$ cat config.mk
export PLATFORM = sky130hd
export DESIGN_NAME = multdiv_ctrl_flat
export DESIGN_NICKNAME = d
export VERILOG_FILES = /design/src/rtl/multdiv_ctrl_pkg.sv /design/src/rtl/multdiv_ctrl_if.sv /design/src/rtl/multdiv_ctrl_md_cycle_counter.sv /design/src/rtl/multdiv_ctrl.sv /design/src/flat_wrapper.sv
export SDC_FILE = /design/constraint.sdc
export NUM_CORES = 1
export LEC_CHECK = 0
export BUFFER_PORTS_ARGS = -buffer_cell sky130_fd_sc_hd__clkbuf_2
export CORE_MARGIN = 2
export CORE_UTILIZATION = 50
export CTS_CLUSTER_SIZE = 30
export DETAILED_ROUTE_END_ITERATION = 16
export PLACE_DENSITY = 0.94
export SLEW_MARGIN = 10
export SYNTH_ARGS = -nofsm -noshare
export SYNTH_HDL_FRONTEND = slang
export SYNTH_SLANG_ARGS = --single-unit
$ cat constraint.sdc
create_clock -name i_clock -period 4.65 [get_ports i_clock]
set_clock_uncertainty 0.2 [all_clocks]
set_input_delay 1.395 -clock i_clock [delete_from_list [all_inputs] [get_ports i_clock]]
set_output_delay 1.395 -clock i_clock [all_outputs]
set_load 0.05 [all_outputs]
$ cat src/rtl/multdiv_ctrl_pkg.sv
// multdiv_ctrl_pkg: shared definitions for the execute-stage multiply/divide sequencer.
//   Widths, instruction field codes, exception codes, FSM state encodings and the
//   mul/div instruction decode helper.
//   Optional feature macro used by the consumers: MULTDIV_TIMEOUT_EN.
package multdiv_ctrl_pkg;

  localparam int DATA_W         = 32;
  localparam int CNT_W          = 6;
  localparam int TIMEOUT_CYCLES = 40;
  localparam int RSTATUS_REG    = 30;
  localparam int MUL_EXC_CODE   = 4;
  localparam int DIV_EXC_CODE   = 5;

  localparam logic [4:0] OPC_RTYPE = 5'b00000;
  localparam logic [4:0] ALUOP_ADD = 5'b00000;
  localparam logic [4:0] ALUOP_MUL = 5'b00110;
  localparam logic [4:0] ALUOP_DIV = 5'b00111;

  typedef enum logic [1:0] {
    ST_IDLE = 2'd0,
    ST_BUSY = 2'd1,
    ST_DONE = 2'd2
  } md_state_e;

  // True for R-type mul or div; fields passed separately so no unused insn bits leak in.
  function automatic logic is_md_op(input logic [4:0] opcode, input logic [4:0] aluop);
    return (opcode == OPC_RTYPE) && ((aluop == ALUOP_MUL) || (aluop == ALUOP_DIV));
  endfunction

endpackage

$ cat src/rtl/multdiv_ctrl_if.sv
// multdiv_ctrl_if: bundle between the X-stage sequencer, the DX/XM latches and the
//   multi-cycle multdiv unit.
//   slave  : sequencer side (takes DX insn/operands and multdiv status, drives the rest)
//   master : pipeline/multdiv side (the mirror image)
//   Signals: dx_insn, dx_a, dx_b, md_result, md_ready, md_exception (to sequencer);
//            md_op_a, md_op_b, md_start_mult, md_start_div, stall, xm_bubble,
//            res_valid, res_data, res_rd, md_timeout (from sequencer).
interface multdiv_ctrl_if import multdiv_ctrl_pkg::*; ();

  logic [31:0]       dx_insn;
  logic [DATA_W-1:0] dx_a;
  logic [DATA_W-1:0] dx_b;
  logic [DATA_W-1:0] md_result;
  logic              md_ready;
  logic              md_exception;

  logic [DATA_W-1:0] md_op_a;
  logic [DATA_W-1:0] md_op_b;
  logic              md_start_mult;
  logic              md_start_div;
  logic              stall;
  logic              xm_bubble;
  logic              res_valid;
  logic [DATA_W-1:0] res_data;
  logic [4:0]        res_rd;
  logic              md_timeout;

  modport slave (
    input  dx_insn, dx_a, dx_b, md_result, md_ready, md_exception,
    output md_op_a, md_op_b, md_start_mult, md_start_div, stall, xm_bubble,
           res_valid, res_data, res_rd, md_timeout
  );

  modport master (
    output dx_insn, dx_a, dx_b, md_result, md_ready, md_exception,
    input  md_op_a, md_op_b, md_start_mult, md_start_div, stall, xm_bubble,
           res_valid, res_data, res_rd, md_timeout
  );

endinterface

$ cat src/rtl/multdiv_ctrl_md_cycle_counter.sv
// multdiv_ctrl_md_cycle_counter: busy-cycle up-counter for the multdiv sequencer.
//   i_clock : rising-edge clock
//   i_clear : synchronous clear (dominates enable)
//   i_en    : count enable
//   o_tc    : terminal flag, high while the count equals TC_VAL; the count
//             stops at TC_VAL so the flag stays up until cleared.
module multdiv_ctrl_md_cycle_counter #(
  parameter int CNT_W  = 6,
  parameter int TC_VAL = 39
) (
  input  logic i_clock,
  input  logic i_clear,
  input  logic i_en,
  output logic o_tc
);

  logic [CNT_W-1:0] r_cnt;

  always_ff @(posedge i_clock) begin
    if (i_clear) begin
      r_cnt <= '0;
    end else if (i_en && !o_tc) begin
      r_cnt <= r_cnt + CNT_W'(1);
    end
  end

  assign o_tc = (r_cnt == CNT_W'(TC_VAL));

endmodule

$ cat src/rtl/multdiv_ctrl.sv
// multdiv_ctrl: execute-stage sequencer for the multi-cycle multiplier/divider.
//   Detects mul/div in DX, freezes PC/FD/DX and bubbles XM while the unit runs,
//   then presents the result (or an rstatus exception write) for one cycle.
//   i_clock : rising-edge clock
//   i_reset : synchronous, active-high
//   io_md   : multdiv_ctrl_if.slave bundle (DX inputs, multdiv handshake, XM result)
//   Macro MULTDIV_TIMEOUT_EN: enables the busy watchdog and the sticky md_timeout flag.
//
//   state | meaning
//   IDLE  | no op in flight; stalls combinationally the cycle a mul/div shows up in DX
//   BUSY  | unit running; start pulse in the first cycle, waiting for md_ready
//   DONE  | one-cycle result handoff to XM; DX still holds the finished insn
module multdiv_ctrl import multdiv_ctrl_pkg::*; (
  input  logic           i_clock,
  input  logic           i_reset,
  multdiv_ctrl_if.slave  io_md
);

  localparam logic [DATA_W-1:0] MUL_EXC_WORD = DATA_W'(MUL_EXC_CODE);
  localparam logic [DATA_W-1:0] DIV_EXC_WORD = DATA_W'(DIV_EXC_CODE);
  localparam logic [4:0]        RSTATUS_IDX  = 5'(RSTATUS_REG);

  md_state_e         r_state;
  md_state_e         w_state_nxt;
  logic [DATA_W-1:0] r_op_a;
  logic [DATA_W-1:0] r_op_b;
  logic [DATA_W-1:0] r_result;
  logic [4:0]        r_rd;
  logic              r_is_div;
  logic              r_exc;
  logic              r_start_mult;
  logic              r_start_div;
  logic              w_is_md;
  logic              w_is_div_insn;
  logic              w_tc;
  logic              w_timeout_hit;
  logic              w_unused_insn;

  assign w_is_md       = is_md_op(io_md.dx_insn[31:27], io_md.dx_insn[6:2]);
  assign w_is_div_insn = (io_md.dx_insn[6:2] == ALUOP_DIV);
  assign w_unused_insn = ^{io_md.dx_insn[21:7], io_md.dx_insn[1:0]};

  // Held clear outside BUSY, so BUSY cycle k sees count k-1.
  multdiv_ctrl_md_cycle_counter #(
    .CNT_W  (CNT_W),
    .TC_VAL (TIMEOUT_CYCLES - 1)
  ) u_cnt (
    .i_clock (i_clock),
    .i_clear (i_reset || (r_state != ST_BUSY)),
    .i_en    (r_state == ST_BUSY),
    .o_tc    (w_tc)
  );

`ifdef MULTDIV_TIMEOUT_EN
  logic r_timeout;

  assign w_timeout_hit = w_tc && !io_md.md_ready;

  always_ff @(posedge i_clock) begin
    if (i_reset) begin
      r_timeout <= 1'b0;
    end else if ((r_state == ST_BUSY) && w_timeout_hit) begin
      r_timeout <= 1'b1;
    end
  end

  assign io_md.md_timeout = r_timeout;
`else
  logic w_unused_tc;

  assign w_unused_tc      = w_tc;
  assign w_timeout_hit    = 1'b0;
  assign io_md.md_timeout = 1'b0;
`endif

  always_ff @(posedge i_clock) begin
    if (i_reset) begin
      r_state <= ST_IDLE;
    end else begin
      r_state <= w_state_nxt;
    end
  end

  // DONE never looks at DX: the finished insn is still there and must not restart.
  always_comb begin
    w_state_nxt = r_state;
    case (r_state)
      ST_IDLE: if (w_is_md) w_state_nxt = ST_BUSY;
      ST_BUSY: if (io_md.md_ready || w_timeout_hit) w_state_nxt = ST_DONE;
      ST_DONE: w_state_nxt = ST_IDLE;
      default: w_state_nxt = ST_IDLE;
    endcase
  end

  always_comb begin
    io_md.stall     = ((r_state == ST_IDLE) && w_is_md) || (r_state == ST_BUSY);
    io_md.xm_bubble = io_md.stall;
    io_md.res_valid = 1'b0;
    io_md.res_data  = '0;
    io_md.res_rd    = '0;
    if (r_state == ST_DONE) begin
      io_md.res_valid = 1'b1;
      if (r_exc) begin
        io_md.res_data = r_is_div ? DIV_EXC_WORD : MUL_EXC_WORD;
        io_md.res_rd   = RSTATUS_IDX;
      end else begin
        io_md.res_data = r_result;
        io_md.res_rd   = r_rd;
      end
    end
  end

  always_ff @(posedge i_clock) begin
    if (i_reset) begin
      r_op_a       <= '0;
      r_op_b       <= '0;
      r_result     <= '0;
      r_rd         <= '0;
      r_is_div     <= 1'b0;
      r_exc        <= 1'b0;
      r_start_mult <= 1'b0;
      r_start_div  <= 1'b0;
    end else begin
      r_start_mult <= 1'b0;
      r_start_div  <= 1'b0;
      case (r_state)
        ST_IDLE: begin
          if (w_is_md) begin
            r_op_a       <= io_md.dx_a;
            r_op_b       <= io_md.dx_b;
            r_rd         <= io_md.dx_insn[26:22];
            r_is_div     <= w_is_div_insn;
            r_exc        <= 1'b0;
            r_start_mult <= !w_is_div_insn;
            r_start_div  <= w_is_div_insn;
          end
        end
        ST_BUSY: begin
          // md_exception only means something alongside md_ready.
          if (io_md.md_ready) begin
            r_result <= io_md.md_result;
            r_exc    <= io_md.md_exception;
          end else if (w_timeout_hit) begin
            r_exc <= 1'b1;
          end
        end
        default: ;
      endcase
    end
  end

  assign io_md.md_op_a       = r_op_a;
  assign io_md.md_op_b       = r_op_b;
  assign io_md.md_start_mult = r_start_mult;
  assign io_md.md_start_div  = r_start_div;

endmodule
$ cat src/flat_wrapper.sv
// flat-port wrapper written by rule: the top's interface ports become plain ports
module multdiv_ctrl_flat import multdiv_ctrl_pkg::*;
  (i_clock, i_reset, io_md_dx_insn, io_md_dx_a, io_md_dx_b, io_md_md_result, io_md_md_ready, io_md_md_exception, io_md_md_op_a, io_md_md_op_b, io_md_md_start_mult, io_md_md_start_div, io_md_stall, io_md_xm_bubble, io_md_res_valid, io_md_res_data, io_md_res_rd, io_md_md_timeout);
  multdiv_ctrl_if io_md_i ();
  input  logic i_clock;
  input  logic i_reset;
  input wire logic [$bits(io_md_i.dx_insn)-1:0] io_md_dx_insn;
  input wire logic [$bits(io_md_i.dx_a)-1:0] io_md_dx_a;
  input wire logic [$bits(io_md_i.dx_b)-1:0] io_md_dx_b;
  input wire logic [$bits(io_md_i.md_result)-1:0] io_md_md_result;
  input wire logic [$bits(io_md_i.md_ready)-1:0] io_md_md_ready;
  input wire logic [$bits(io_md_i.md_exception)-1:0] io_md_md_exception;
  output wire logic [$bits(io_md_i.md_op_a)-1:0] io_md_md_op_a;
  output wire logic [$bits(io_md_i.md_op_b)-1:0] io_md_md_op_b;
  output wire logic [$bits(io_md_i.md_start_mult)-1:0] io_md_md_start_mult;
  output wire logic [$bits(io_md_i.md_start_div)-1:0] io_md_md_start_div;
  output wire logic [$bits(io_md_i.stall)-1:0] io_md_stall;
  output wire logic [$bits(io_md_i.xm_bubble)-1:0] io_md_xm_bubble;
  output wire logic [$bits(io_md_i.res_valid)-1:0] io_md_res_valid;
  output wire logic [$bits(io_md_i.res_data)-1:0] io_md_res_data;
  output wire logic [$bits(io_md_i.res_rd)-1:0] io_md_res_rd;
  output wire logic [$bits(io_md_i.md_timeout)-1:0] io_md_md_timeout;
  assign io_md_i.dx_insn = io_md_dx_insn;
  assign io_md_i.dx_a = io_md_dx_a;
  assign io_md_i.dx_b = io_md_dx_b;
  assign io_md_i.md_result = io_md_md_result;
  assign io_md_i.md_ready = io_md_md_ready;
  assign io_md_i.md_exception = io_md_md_exception;
  assign io_md_md_op_a = io_md_i.md_op_a;
  assign io_md_md_op_b = io_md_i.md_op_b;
  assign io_md_md_start_mult = io_md_i.md_start_mult;
  assign io_md_md_start_div = io_md_i.md_start_div;
  assign io_md_stall = io_md_i.stall;
  assign io_md_xm_bubble = io_md_i.xm_bubble;
  assign io_md_res_valid = io_md_i.res_valid;
  assign io_md_res_data = io_md_i.res_data;
  assign io_md_res_rd = io_md_i.res_rd;
  assign io_md_md_timeout = io_md_i.md_timeout;
  multdiv_ctrl u_core (.i_clock(i_clock), .i_reset(i_reset), .io_md(io_md_i));
endmodule
==> After elaboration in Yosys (flattened, before gate mapping) <==
Cells that the tools add are included.
{ "op_classes": {"n_addsub": 0, "n_mul": 0, "n_div": 0, "order_cmp": 0, "n_eq_ne": 6, "shift": 0, "n_mux": 12, "n_bitwise": 2, "reduce_logical": 13} }
{ "ops": {"columns": ["cell", "count"], "rows": [
  ["2-to-1 mux 32 bit", 2],
  ["== test 5 x 3 -> 1 bit, second input constant", 2],
  ["2-to-1 mux 5 bit", 2],
  ["AND reduction 2 bit", 3],
  ["zero test 5 bit", 1],
  ["2-to-1 mux 1 bit", 4],
  ["2-to-1 mux 2 bit", 2],
  ["one-hot mux 2 bit (2 select lines)", 1],
  ["AND reduction 3 bit", 1],
  ["OR reduction 3 bit", 1],
  ["== test 2 x 1 -> 1 bit, second input constant", 1],
  ["== test 2 bit, second input constant", 1],
  ["logical AND 1 bit", 2],
  ["zero test 2 bit", 1],
  ["logical OR 1 bit", 2],
  ["!= test 2 x 1 -> 1 bit, second input constant", 1],
  ["!= test 2 bit, second input constant", 1],
  ["inverter 1 bit", 2],
  ["one-hot mux 1 bit (2 select lines)", 1],
  ["nonzero test 2 bit", 1],
  ["zero test 1 bit", 1]
]} }
{ "word_totals": {"regBits": 107, "latchBits": 0, "mem_bits_rw": 0, "romBits": 0, "wordCells": 42, "memories": 0} }

==> Depth between registers and ports, before layout <==
Gate-level depths: netlist of the first run.
{ "depth": {"ltp_word": 5, "ltp_mapped": 6, "depth_no_buf": 3} }

==> Least setup slack after synthesis of the first run <==
OpenSTA, ideal clock, no wires.
{ "synth_path": {"kind": "input to output", "start": "in io_md_dx_insn[28]", "end": "out io_md_xm_bubble", "t_arrival_ns": 2.837, "required_time_ns": 3.055, "setup_slack_ns": 0.218, "cell_stages": 6, "n_path_buf": 3, "cell_sequence": "nor4b_2 and3_2 buf_12 buf_12 a21o_1 buf_4"} }
{ "synth_between": {"elab_chain_cells": 4} }
{ "synth_rtl": {"columns": ["element", "line_no", "source"], "rows": [
  ["from (decl)", "flat_wrapper.sv:7", "input wire logic [$bits(io_md_i.dx_insn)-1:0] io_md_dx_insn;"],
  ["zero test 5 bit", "multdiv_ctrl_pkg.sv:27", "return (opcode == OPC_RTYPE) && ((aluop == ALUOP_MUL) || (aluop == ALUOP_DIV));"],
  ["logical AND 1 bit", "multdiv_ctrl_pkg.sv:27", null],
  ["logical AND 1 bit", "multdiv_ctrl.sv:96", "io_md.stall = ((r_state == ST_IDLE) && w_is_md) || (r_state == ST_BUSY);"],
  ["logical OR 1 bit", "multdiv_ctrl.sv:96", null],
  ["to (decl)", "flat_wrapper.sv:18", "output wire logic [$bits(io_md_i.xm_bubble)-1:0] io_md_xm_bubble;"]
]} }
No other way between the ends.

==> Worst setup path in the final report of the first run <==
{ "layout_path": {"start": "in io_md_dx_insn[31]", "end": "out io_md_stall"} }
{ "layout_between": {"elab_chain_cells": 4} }
{ "layout_rtl": {"columns": ["element", "line_no", "source"], "rows": [
  ["zero test 5 bit", "multdiv_ctrl_pkg.sv:27", null],
  ["logical AND 1 bit", "multdiv_ctrl_pkg.sv:27", null],
  ["logical AND 1 bit", "multdiv_ctrl.sv:96", null],
  ["logical OR 1 bit", "multdiv_ctrl.sv:96", null],
  ["to (decl)", "flat_wrapper.sv:17", "output wire logic [$bits(io_md_i.stall)-1:0] io_md_stall;"]
]} }
No other way between the ends.

==> metrics.txt, run 1 <==
status finished clean; gr ovfl total 0; Main synth FF type dfxtp_1; Reg clk slew, reported paths 120 ps; cell count after synthesis slightly above 500; Starting Density 51.7%; Clock Sinks roughly 110; required time of the critical path 3050 ps; Rel. slew slack 23.2%; TritonCTS Buffers 9; Worst-Margin Slew about 1200 ps; Final TNS setup 0 ps; hold depth 2; Power Total 0.00168 W; final WL 11300 um; first-pass GRT wire length around 17000 um; cts repair resizes 0; Synth Register Bits between 100 and 150; Core ar. 0.00928 mm^2; CTS tree done; die span in x 102 um; reg2reg setup slack 2020 ps; CP Launch Type input port; clock period minus worst slack 4090 ps; # Post-CTS Setup Buffers 0; HPWL after DPL 8210 um; Reg2Reg Depth 5; number of global-route vias before repair 4079; Worst Setup Path Type in2out; Setup crit start io_md_dx_insn[31]; largest net degree at the start of global routing between 150 and 200; Die H around 100 um; drt via density 4.86; area of the multi-input gates 0.00235 mm^2; crit-path cells clkbuf_2 -> nor3b_1 -> and3_4 -> a21o_1 -> clkbuf_2; Starting DRT DRC Count 142; initial antenna violation count 0; sequential fraction of the synthesis area 44.6%; max_cap viols 0; Synth area leader dfxtp_1; PortBufs 220; FILL cells slightly below 800; Syn Std Cell Area 0.00480 mm^2; CP endpoint kind primary output; die area 0.0104 mm^2; RR Startpoint u_core.r_state[1]; GP Congestion roughly 0.76; post-route clock period utilization 87.9%; Final setup viols 0; via count between 4000 and 5000; Final Max Tran Viols 0; IO Pins 239; CP peak stage delay about 370 ps; Worst Hold Class reg2reg; syn_nets 650; crit path max-delay cell type nor3b_1; number of remaining DRC errors 0; All-Layer GR Usage 20.6%; Synth top area share between 40% and 50%; RR Endpoint u_core.io_md.md_op_b[11]; DR pass1 iterations 4; register area 0.00214 mm^2; FMAX 245 MHz; Worst path most repeated cell clkbuf_2; unrepaired setup endpoints after global routing false; worst-skew pair later-pin latency 350 ps; warnings from Yosys 0; area growth from synthesis to layout 26.0%; Root Buffer clkbuf_8; synth cell count leaders 141 x nand2b_1, 107 x dfxtp_1, 72 x mux2i_1, 64 x nand2_1, 33 x a21oi_1; crit path max fanout 2; synthesized area per cell 9.27 um^2; Worst Setup EP io_md_stall; top post-synthesis cells by area dfxtp_1 45%, nand2b_1 18%, mux2i_1 15%; Max IR drop VDD 0.000158 V; share of layout cells above drive strength 1 33.9%; Total Nets Final ~840; WL/cell 13.4 um; DRT antenna net count 0; Post-synth EDFFs 0; worst path arrival time 2490 ps; async set or reset register ratio after synthesis 0%; count leader, synth nand2b_1; FP Rows 35; Power Density ~280 mW/mm^2; Bufs on Longest Clock Path 2; final hold violations 0; count of cell types in the netlist 23; hold_ws between 200 and 300 ps; H-tree depth 3; P_leak 2.57 nW; hold-fix buffers at CTS 0; final core utilization 65.1%
==> logic make-up (layout without fill, tap and decap cells) <==
| kind of cell | Yosys count | count (layout) | share of synthesized area [%] |
|---|---|---|---|
| and+or+nand+nor | 260 | 260 | 30.2 |
| DFF | 107 | 107 | 44.6 |
| muxes | 72 | 72 | 15.0 |
| buffers and inverters | 44 | 243 | 6.46 |
| AOI/OAI and AO/OA | 34 | 34 | 3.60 |
| other | 1 | 2 | 0.0781 |
==> stage by stage <==
step | area (um^2) | setup WS [ps] | instances
global route | 6040 | 533 | 846
detailed placement | 5790 | 567 | 829
global placement | 5790 | 610 | 829
floorplan | 4800 | 218 | 518
CTS | 6030 | 556 | 845
finish | 6050 | 565 | 847
==> per-layer routing <==
layer | GRT usage, % | vias to the layer above | share of wire, %
met3 | 4.10 | 16 | 6.4
met1 | 21.6 | 1925 | 38
met4 | 8.62 | 0 | 1.5
met5 | 0 | - | 0
met2 | 39.8 | 146 | 54
li1 | - | 2029 | -
==> worst min-delay path by stage <==
stage	start	endpoint	slack, ps
after floorplan	u_core.r_result[10]	u_core.r_result[10]	230
after global placement	u_core.r_result[20]	u_core.r_result[20]	240
after detailed placement	u_core.r_result[14]	u_core.r_result[14]	240
after CTS	u_core.r_result[14]	u_core.r_result[14]	260
after global routing	u_core.r_result[2]	u_core.r_result[2]	280
final	u_core.r_result[3]	u_core.r_result[3]	260
==> state kept, by name (all words and copies together), names as in the netlist <==
signal                      flops
u_core.io_md.md_op_b           32
u_core.io_md.md_start_mult      1
u_core.io_md.md_start_div       1
u_core.r_state                  2
u_core.r_rd                     5
u_core.r_exc                    1
u_core.r_result                32
u_core.io_md.md_op_a           32
u_core.r_is_div                 1
==> where the power goes <==
| part | internal (W) | switching, W |
|---|---|---|
| Combinational | 0.0000621 | 0.0000467 |
| Clock | 0.000315 | 0.000335 |
| Sequential | 0.000917 | 0.000000518 |
==> worst max-delay path, delay by kind of cell <==
kind                   cells  cell delay (ps)
AOI/OAI and AO/OA          1              100
buffers and inverters      2              360
and+or+nand+nor            2              630
==> cell usage in the layout, fill, tap and decap left out <==
cell type / instances
clkbuf_2: 219
nand2b_1: 141
dfxtp_1: 107
mux2i_1: 72
nand2_1: 64
a21oi_1: 33
and2_1: 31
nor2_1: 13
clkbuf_8: 9
inv_1: 3
inv_8: 3
buf_4: 3
nor3b_1: 2
nand3_1: 2
nor3_1: 2
clkinvlp_4: 2
bufinv_16: 2
diode_2: 1
nor4b_2: 1
nor4_2: 1
and3_4: 1
a21o_1: 1
and3b_1: 1
nand3b_1: 1
conb_1: 1
buf_6: 1
buf_8: 1
==> cell type report <==
type	count	area share (%)
Sequential cell	107	35.4
Inverter	3	0.186
Multi-Input combinational cell	367	38.9
Timing Repair Buffer	224	18.9
Antenna cell	1	0.0414
Clock buffer	9	2.05
Clock inverter	7	1.80
Tap cell	129	2.67
Power figures use the tool's default switching activity.
==> run 2: changes to the inputs <==
Settings changed: REMOVE_ABC_BUFFERS from default to 1, SLEW_MARGIN 10 to 20.
==> run 2 against run 1 <==
Non-clock buffer count up 1. Sequential share of layout area up 0.45 points. Core utilization down 0.82 points. Critical path type unchanged. Critical endpoint unchanged. Highest routed layer unchanged.
==> metrics.txt, run 2 (synthesis results as in run 1) <==
CP endpoint kind primary output; status finished clean; worst-skew pair later-pin latency roughly 350 ps; Reg2Reg Depth 5; Max IR drop VDD 0.000171 V; die span in x slightly above 100 um; slack of the critical path roughly 630 ps; Core ar. 0.00928 mm^2; Buf/Inv on CP 2; Root Buffer clkbuf_8; worst path arrival time 2420 ps; IO Pins 239; drt via density 4.78; CTS tree done; initial antenna violation count 0; global routing met2 resource utilization 35.3%; max_cap viols 0; largest net degree at the start of global routing 158; DRT antenna net count 0; final core utilization 64.3%; met3 Use GR 7.59%; Total Nets Final 845; first-pass GRT wire length 16200 um; FP Rows 35; HPWL after DPL approximately 7900 um; cts repair resizes 0; GRT busiest layer met2; Reg clk slew, reported paths approximately 80 ps; Starting Density approximately half; CP peak stage delay around 300 ps; final WL between 10000 and 15000 um; TritonCTS Buffers 9; GP Congestion 0.805; Bufs on Longest Clock Path 2; crit path max-delay cell type nor4b_2; ANT cells 0; FILL cells 758; P_leak about 2.5 nW; Worst-Margin Slew 1040 ps; Setup crit start io_md_dx_insn[28]; RR Startpoint u_core.r_state[1]; Final Max Tran Viols 0; area growth from synthesis to layout 24.4%; crit-path cells clkbuf_2 -> nor4b_2 -> and3_4 -> a21o_1 -> clkbuf_2; hold-fix buffers at CTS 0; Worst Hold Class reg2reg; met1 GRT Util 20.1%; Power Density 253 mW/mm^2; gr ovfl total 0; commonest non-fill, non-tap cell in the layout clkbuf_2; via count 4038; number of remaining DRC errors 0; post-route clock period utilization 86.4%; Starting DRT DRC Count 83; Final setup viols 0; Rel. slew slack 30.5%; RR Endpoint u_core.r_rd[1]; Worst Setup EP io_md_stall; WL/cell 12.5 um; share of layout cells above drive strength 1 between 30 and 40%; reg2reg setup slack 2030 ps; FMAX 249 MHz; Top delay family on crit path simple AND/OR/NAND/NOR gates; die area roughly 0.010 mm^2; Die H roughly 100 um; hold depth 2; final hold violations 0; most frequent cells in the layout 219 x clkbuf_2, 141 x nand2b_1, 107 x dfxtp_1, 72 x mux2i_1, 64 x nand2_1; Worst path most repeated cell clkbuf_2; DR pass1 iterations 5; # Post-CTS Setup Buffers 0; required time of the critical path 3050 ps; dpl ws between 600 and 700 ps; H-tree depth 3; Crit. path cell count 5; clock period minus worst slack 4020 ps; unrepaired setup endpoints after global routing false; crit path max fanout 2; CP Launch Type input port; PortBufs 220; number of global-route vias before repair 3810; All-Layer GR Usage 19.2%; Worst Setup Path Type in2out; Clock Sinks approximately 110
-- run 2: cell types whose count changed in the layout (fill, tap and decap cells not counted) --
cell	before	now
buf_4	3	5
diode_2	1	0
clkbuf_1	0	1
clkinvlp_4	2	4
and3b_1	1	0
bufinv_16	2	0
buf_8	1	0
and3b_2	0	1
inv_8	3	0
-- run 2: where the power goes --
group          switching [W]  internal, W
clock               0.000295     0.000189
combinational      0.0000458    0.0000625
sequential       0.000000510     0.000916
total               0.000341      0.00117
-- run 2: how the worst min path moves through the flow --
stage	slack, ps	startpoint	end
after global routing	280	u_core.r_result[3]	u_core.r_result[3]
after global placement	240	u_core.r_result[3]	u_core.r_result[3]
after floorplan	230	u_core.r_result[10]	u_core.r_result[10]
final	260	u_core.r_result[3]	u_core.r_result[3]
after detailed placement	250	u_core.r_result[19]	u_core.r_result[19]
after CTS	260	u_core.r_result[19]	u_core.r_result[19]
-- run 2: routing by layer --
layer,routed length [um],vias to the layer above
met4,139,0
met2,5150,181
met3,1120,15
li1,-,2035
met1,4170,1807
met5,0,-
-- run 2: worst min-delay path, stage by stage (launching register included) --
cell,delay (ps)
dfxtp_1,310
nand2_1,50
a21oi_1,50
-- run 2: area by class of cell --
type	count	area, um^2	area share, %
clock inverter	4	30.0	0.503
inverter	3	11.3	0.189
tap	129	161	2.70
sequential	107	2140	35.9
timing repair buffer	225	1140	19.2
clock buffer	10	128	2.14
multi-input combinational	367	2350	39.4
-- run 2: per-stage QoR --
| stage | cells | instance area [um^2] | TNS, ps | hold WS (ps) | power [W] |
|---|---|---|---|---|---|
| 6_report | 845 | 5970 | 0 | 255 | 0.00151 |
| 4_1_cts | 844 | 5960 | 0 | 257 | 0.00153 |
| 3_5_place_dp | 830 | 5800 | 0 | 245 | 0.00105 |
| 3_3_place_gp | 830 | 5800 | 0 | 237 | 0.00104 |
| 2_1_floorplan | 477 | 4500 | -1360 | 226 | 0.000978 |
| 5_1_grt | 845 | 5970 | 0 | 277 | 0.00157 |
==> run 3: changes to the inputs <==
Settings changed: ABC_AREA from default to 1, CORE_UTILIZATION 50 to 46, PLACE_DENSITY 0.94 to 0.92.
==> run 3 against run 2 <==
Design area down 13%. Via count decreased by 1.9%. Clock power grew 7.4%. Synthesized area fell by 17%. Flip-flop and latch count is the same. Worst setup slack better by 200 ps. Sequential power hardly changed. Global-route usage grew 1.3 points. Critical path type unchanged. Largest cell class is now registers.
==> metrics.txt, run 3 <==
Worst Hold Class reg2reg; switching pwr 0.000362 W; Buf/Inv on CP 2; Non-Filler Instances approximately 840; cts repair resizes 0; synth cell count leaders 188 x nor2_1, 107 x dfxtp_1, 102 x o21ai_0, 41 x inv_1, 35 x a21oi_1; status finished clean; synthesized area per cell roughly 7.5 um^2; crit-path cells clkbuf_2 -> nor2_1 -> nand2_1 -> nor2_1 -> nand2_2 -> nand2_1 -> clkbuf_2; crit path max-delay cell type clkbuf_2; clock period minus worst slack between 3000 and 4000 ps; largest net degree at the start of global routing 74; Synth area leader dfxtp_1; Clock Sinks between 100 and 150; hold depth 2; final core utilization 60.7%; final WL 9910 um; Worst Setup Path Type in2out; Starting DRT DRC Count 150; Bufs on Longest Clock Path 2; FILL cells 832; WL/cell 11.8 um; commonest non-fill, non-tap cell in the layout clkbuf_2; share of layout cells above drive strength 1 ~33%; initial antenna violation count 0; Core ar. 0.00859 mm^2; most frequent cells in the layout 220 x clkbuf_2, 188 x nor2_1, 107 x dfxtp_1, 102 x o21ai_0, 40 x inv_1; Synth Register Bits 107; sequential fraction of the synthesis area 53.6%; ANT cells 0; worst path arrival time 2220 ps; IO Pins 239; required time of the critical path 3050 ps; count leader, synth nor2_1; Die H 97.2 um; async set or reset register ratio after synthesis 0%; warnings from Yosys 0; Sequential Power Share 60.1%; die area 0.00945 mm^2; Reg2Reg Depth 8; GP Congestion ~0.85; crit path max fanout 3; Crit. path cell count 7; All-Layer GR Usage between 20 and 25%; count of cell types in the netlist 16; number of remaining DRC errors 0; CTS tree done; Internal roughly 0.0012 W; Post-synth EDFFs 0; area growth from synthesis to layout 30.5%; HPWL after DPL 7110 um; Main synth FF type dfxtp_1; Placed Instances 825; top post-synthesis cells by area dfxtp_1 54%, nor2_1 18%, o21ai_0 13%; DR pass1 iterations 4; Final Max Tran Viols 0; Root Buffer clkbuf_8; post-route clock period utilization 82.0%; die span in x ~100 um; worst-skew pair later-pin latency 350 ps; Reg clk slew, reported paths 100 ps; Syn Std Cell Area around 0.0040 mm^2; cell count after synthesis ~530; Worst-Margin Slew 973 ps; unrepaired setup endpoints after global routing false; # Post-CTS Setup Buffers 0; max_cap viols 0; FP Rows 34; CP Launch Type input port; Rel. slew slack 35.0%; hold-fix buffers at CTS 0; number of global-route vias before repair between 3000 and 4000; gr ovfl total 0; Sw Share about a quarter; Max IR drop VDD slightly below 0.0002 V; Power Density 293 mW/mm^2; Final setup viols 0; P_leak ~2.4 nW; DRT antenna net count 0; FMAX 262 MHz; first-pass GRT wire length around 16000 um; Synth top area share 53.6%; PortBufs 220; Top delay family on crit path simple AND/OR/NAND/NOR gates; H-tree depth 3; hold_ws 256 ps; CP endpoint kind primary output; Comb power frac 5.8%; CP peak stage delay between 200 and 300 ps; Starting Density 46.5%; via count 3960; drt via density 4.71; final hold violations 0; TritonCTS Buffers 9; Total Nets Final 860; Clk pwr share around 34%
## run 3: cells by family (layout without fill, tap and decap cells)
| group | after synthesis | count (layout) | synth area share, % |
|---|---|---|---|
| compound gates | 137 | 137 | 17.1 |
| other cells | 1 | 1 | 0.0938 |
| simple gates | 206 | 206 | 19.5 |
| flops | 107 | 107 | 53.6 |
| buf+inv | 80 | 282 | 9.70 |
## run 3: cell type report
cell class	count	area, um^2	area share [%]
sequential	107	2140	41.0
multi-input combinational	344	1470	28.2
timing repair buffer	224	1130	21.7
inverter	42	163	3.12
tap	108	135	2.59
clock buffer	10	128	2.44
clock inverter	6	50.0	0.959
## run 3: per-stage QoR
step | setup TNS, ps | instance area (um^2) | setup WS [ps] | power, W
final | 0 | 5220 | 837 | 0.00153
after global routing | 0 | 5220 | 656 | 0.00160
after CTS | 0 | 5220 | 841 | 0.00155
after detailed placement | 0 | 5040 | 840 | 0.00103
after global placement | 0 | 5040 | 867 | 0.00103
after floorplan | -758 | 3770 | -379 | 0.000974
## run 3: per-layer routing
layer | GRT usage (%) | vias to the layer above | wire (um)
li1 | - | 2052 | -
met1 | 23.9 | 1748 | 3970
met2 | 36.8 | 149 | 4960
met3 | 6.76 | 11 | 876
met4 | 4.70 | 0 | 96
met5 | 0 | - | 0
## run 3: final timing paths
check / from / slack [ps] / to
worst max-delay path: io_md_dx_insn[6] / 840 / io_md_stall
worst max register to register: u_core.r_state[0] / 2570 / u_core.io_md.md_op_a[14]
worst min-delay path: u_core.r_result[16] / 260 / u_core.r_result[16]
worst min register to register: u_core.r_result[16] / 260 / u_core.r_result[16]
## run 3: power groups by stage
| stage | sequential [W] | combinational [W] | clock, W |
|---|---|---|---|
| 4_1_cts | 0.000918 | 0.0000899 | 0.000540 |
| 3_3_place_gp | 0.000939 | 0.0000873 | 0 |
| 3_5_place_dp | 0.000939 | 0.0000894 | 0 |
| 5_1_grt | 0.000919 | 0.000102 | 0.000576 |
| 2_1_floorplan | 0.000943 | 0.0000312 | 0 |
| 6_report | 0.000918 | 0.0000893 | 0.000520 |
## run 3: worst min-delay path: stages (launching register included)
cell     delay (ps)
dfxtp_1         310
inv_1            60
a21oi_1          50
